==> config.mk <==
export PLATFORM = sky130hd
export DESIGN_NAME = seg_scan_driver
export DESIGN_NICKNAME = d
export VERILOG_FILES = /design/src/rtl/seg_scan_driver.sv
export SDC_FILE = /design/constraint.sdc
export NUM_CORES = 1
export LEC_CHECK = 0
export CAP_MARGIN = 5
export CORE_MARGIN = 8
export CORE_UTILIZATION = 40
export DETAILED_ROUTE_END_ITERATION = 7
export PLACE_DENSITY_LB_ADDON = 0.15
export SLEW_MARGIN = 20
export SYNTH_ARGS = -nofsm -noshare
export SYNTH_HDL_FRONTEND = slang
export SYNTH_SLANG_ARGS = --single-unit
==> constraint.sdc <==
create_clock -name clk -period 6.6 [get_ports clk]
set_input_delay 1.32 -clock clk [delete_from_list [all_inputs] [get_ports clk]]
set_output_delay 1.32 -clock clk [all_outputs]
set_load 0.05 [all_outputs]
==> src/rtl/seg_scan_driver.sv <==
// Eight-digit BCD shift buffer time-multiplexed onto a shared 7-segment bus.
// A prescaled scan index selects one digit per dwell; cathodes and anodes are registered.
module seg_scan_driver #(
    parameter int unsigned DIV  = 100000,
    parameter int unsigned NDIG = 8
) (
    input  logic       clk,
    input  logic       rst_n,
    input  logic [3:0] din,
    input  logic       din_valid,
    input  logic       clr,
    input  logic       blank_lz,
    output logic [6:0] cn,
    output logic [7:0] an,
    output logic [3:0] ndig,
    output logic       err
);

    localparam int unsigned PW = $clog2(DIV);
    localparam logic [PW-1:0] PRESC_MAX = PW'(DIV - 1);
    localparam logic [3:0] NDIG_MAX = 4'(NDIG);

    logic [3:0]    buf_q [NDIG];
    logic [3:0]    buf_d [NDIG];
    logic [3:0]    ndig_q, ndig_d;
    logic [PW-1:0] presc_q, presc_d;
    logic [2:0]    idx_q, idx_d;
    logic [7:0]    an_q, an_d;
    logic [6:0]    cn_q, cn_d;
    logic          err_q, err_d;
    logic          tick;
    logic          blank;

    function automatic logic [6:0] seg(input logic [3:0] v);
        case (v)
            4'd0:    seg = 7'b1000000;
            4'd1:    seg = 7'b1111001;
            4'd2:    seg = 7'b0100100;
            4'd3:    seg = 7'b0110000;
            4'd4:    seg = 7'b0011001;
            4'd5:    seg = 7'b0010010;
            4'd6:    seg = 7'b0000010;
            4'd7:    seg = 7'b1111000;
            4'd8:    seg = 7'b0000000;
            4'd9:    seg = 7'b0010000;
            default: seg = 7'h7F;
        endcase
    endfunction

    always_comb begin
        buf_d  = buf_q;
        ndig_d = ndig_q;
        err_d  = 1'b0;
        if (clr) begin
            for (int i = 0; i < NDIG; i++) buf_d[i] = 4'd0;
            ndig_d = 4'd0;
        end else if (din_valid) begin
            if (din > 4'd9) begin
                err_d = 1'b1;
            end else begin
                for (int i = NDIG - 1; i > 0; i--) buf_d[i] = buf_q[i-1];
                buf_d[0] = din;
                if (ndig_q != NDIG_MAX) ndig_d = ndig_q + 4'd1;
            end
        end

        tick    = (presc_q == PRESC_MAX);
        presc_d = tick ? '0 : presc_q + PW'(1);
        idx_d   = tick ? idx_q + 3'd1 : idx_q;

        // Position 0 is never blanked so an empty buffer still shows "0".
        blank = blank_lz && ({1'b0, idx_q} >= ndig_q) && (idx_q != 3'd0);
        an_d  = ~(8'b1 << idx_q);
        cn_d  = blank ? 7'h7F : seg(buf_q[idx_q]);
    end

    always_ff @(posedge clk or negedge rst_n) begin
        if (!rst_n) begin
            // NOTE: the digit buffer is only eight nibbles of flops, so it is reset
            // explicitly; a RAM-style array would normally be left unreset.
            for (int i = 0; i < NDIG; i++) buf_q[i] <= 4'd0;
            ndig_q  <= 4'd0;
            presc_q <= '0;
            idx_q   <= 3'd0;
            an_q    <= 8'hFF;
            cn_q    <= 7'h7F;
            err_q   <= 1'b0;
        end else begin
            // NOTE: non-blocking assignments so every register samples pre-edge values.
            buf_q   <= buf_d;
            ndig_q  <= ndig_d;
            presc_q <= presc_d;
            idx_q   <= idx_d;
            an_q    <= an_d;
            cn_q    <= cn_d;
            err_q   <= err_d;
        end
    end

    assign cn   = cn_q;
    assign an   = an_q;
    assign ndig = ndig_q;
    assign err  = err_q;

endmodule

==> flow_metrics.env <==
export IMPL_status="finished, final reports clean"
export IMPL_gr_total_overflow=0
export IMPL_vias=2343
export IMPL_synthArstFlopShare=1.00
export IMPL_yosysMostFrequentCell="nand2_1"
export IMPL_synth_avg_cell_area_sq_um=10.3
export IMPL_core_area_sq_um=8260
export IMPL_post_route_util=0.487
export IMPL_clk_latency_ns=0.34
export IMPL_cp_top_family="buffers and inverters"
export IMPL_start_util=0.414
export IMPL_worst_pin_slew_ns=1.05
export IMPL_htree_num_levels=3
export IMPL_antenna_found_initial=0
export IMPL_slowest_delay_ns=0.79
export IMPL_path_class="flip-flop to output port"
export IMPL_required_ns=5.28
export IMPL_netlist_area_leader_share=0.417
export IMPL_ant_nets=0
export IMPL_synth_distinct_cells=37
export IMPL_ios=29
export IMPL_cts_root_buf="clkbuf_8"
export IMPL_cts_tree="done"
export IMPL_cp_start_kind="flip-flop"
export IMPL_via_per_inst=5.00
export IMPL_nFillCells=789
export IMPL_rsz0062_at_grt="false"
export IMPL_clockBufferDepth=2
export IMPL_grt_pass1_vias=2374
export IMPL_synth_warnings=0
export IMPL_drc_errors=0
export IMPL_fmax_mhz=336
export IMPL_wirelength_um=6440
export IMPL_avgRoutedWirePerCell_um=13.7
export IMPL_post_route_worst_setup_slack_ns=3.62
export IMPL_synth_edf_count=0
export IMPL_fin_nets=385
export IMPL_hold_buffers=0
export IMPL_place_area_sq_um=3780
export IMPL_dp_hpwl_um=4280
export IMPL_die_y_um=108
export IMPL_grt_usage=0.122
export IMPL_clk_pin_slew_ns=0.08
export IMPL_post_cts_setup_buffers=0
export IMPL_grt_pass1_wl_um=11400
export IMPL_portBuffers=28
export IMPL_postLayoutCellArea_sq_um=4020
export IMPL_synth_common_cells="79 x nand2_1, 57 x dfrtp_1, 38 x a21oi_1"
export IMPL_gp_congestion=0.731
export IMPL_min_period_over_period=0.451
export IMPL_regArea_sq_um=1820
export IMPL_cp_arrival_ns=1.66
export IMPL_first_pass_iters=4
export IMPL_layout_drive_gt1_share=0.124
export IMPL_hold_path_class="flip-flop to flip-flop"
export IMPL_num_antenna_cells=0
export IMPL_final_setup_tns_ns=0
export IMPL_power_leakage_nw=1.72
export IMPL_finalPower_w=0.000964
export IMPL_syn_nets=358
export IMPL_hold_viol=0
export IMPL_fp_dieW_um=108
export IMPL_critPathMaxFanout=1
export IMPL_seq_area_frac_synth=0.532
export IMPL_place_ws_ns=3.42
export IMPL_crit_buf_inv=1
export IMPL_rows=33
export IMPL_crit_slowest_cell="clkdlybuf4s50_1"
export IMPL_drv_cap=0
export IMPL_synthCells=332
export IMPL_grt_max_degree=73
export IMPL_drt_iter0_drc=118
export IMPL_drv_slew=0
export IMPL_finalCriticalPeriod_ns=2.98
export IMPL_cts_sinks=72
export IMPL_ys_flop_type="dfrtp_1"
export IMPL_yosys_top_cells_area="dfrtp_1 42%, dfstp_2 12%, nand2_1 8.7%"
export IMPL_syn_area_sq_um=3420
export IMPL_crit_path_end_kind="output port"
export IMPL_post_cts_resized=0
export IMPL_dieArea_sq_um=11800
export IMPL_ys_ff_latch=72
export IMPL_irDropWorstVdd_mv=0.108
export IMPL_multi_input_area_sq_um=1490
export IMPL_synth_largest_area_cell="dfrtp_1"
export IMPL_syn2layout_area_growth_pct=17.5
export IMPL_cts_buffers=9
export IMPL_power_density_nw_per_um2=240
export IMPL_setup_viol=0
export IMPL_max_slew_margin=0.301
export IMPL_finClkSkew_ns=0.0128
export IMPL_cp_cell_sequence="clkdlybuf4s50_1"
layer usage:
layer,routed length (um),global-route usage,up-vias,share of wire
met5,0,0,-,0
met4,128,0.0616,0,0.020
met3,201,0.0268,10,0.031
met2,2890,0.189,28,0.45
met1,3220,0.157,1149,0.50
li1,-,-,1156,-
cell families after synthesis:
group           after synthesis  synth area share
flops                        72             0.532
xor+xnor                     18            0.0461
mux                          16            0.0838
simple gates                132             0.168
buf+inv                      27            0.0322
fa+ha+maj                    17            0.0622
compound gates               50            0.0757
path summary, 6_finish.rpt:
check                             from     endpoint  slack, ns  depth (start not counted)
min                        presc_q[14]  presc_q[14]       0.48                          1
min reg2reg                presc_q[14]  presc_q[14]       0.48                          1
min in group asynchronous        rst_n      ndig[0]       1.17                          2
max in group asynchronous        rst_n     buf_q[6]       4.84                          2
max reg2reg                   idx_q[0]        cn[5]       3.94                          7
max                              cn[6]        cn[6]       3.62                          1
cells in the final DEF, fill, tap and decap left out, types with 2 or more instances in the layout:
master and count:
mux2i_1 5, bufinv_16 3, nand2b_1 3, mux4_2 7, a21oi_1 38, and3_1 3
dfrtp_1 57, clkinv_1 2, nor2b_1 2, dfstp_2 15, ha_1 17, mux2_4 2
clkdlybuf4s50_1 27, nor3_1 3, nor4_1 2, nor2_1 21, inv_1 11, clkbuf_8 9
xor2_1 8, o21ai_1 6, nand2_1 79, xnor2_1 10, nand3_1 8, nand4_1 4
o21ai_0 3, buf_4 3
through the flow:
stage	hold WS, ns	std cells
finish	0.485	469
detailed placement	0.479	453
global placement	0.477	453
global route	0.511	469
floorplan	0.451	332
CTS	0.490	469
area by class of cell:
cell class / instances / area share
flip-flops and latches: 72 / 0.453
multi-input cells: 233 / 0.370
repair buffers: 31 / 0.0741
well taps: 105 / 0.0327
clock buffers: 10 / 0.0318
clock inverters: 6 / 0.0268
inverters: 12 / 0.0112
registers in the layout, indices dropped and copies added, names as in the netlist:
register and cells:
an 8, buf_q 32, cn 7, err 1, idx_q 3, ndig 4
presc_q 17
power breakdown:
group	internal, W	switching, W	total [W]	leakage, nW
combinational	0.0000299	0.0000606	0.0000905	0.667
sequential	0.000453	0.00000430	0.000457	0.935
clock	0.000250	0.000166	0.000416	0.118
Power figures use the tool's default switching activity.
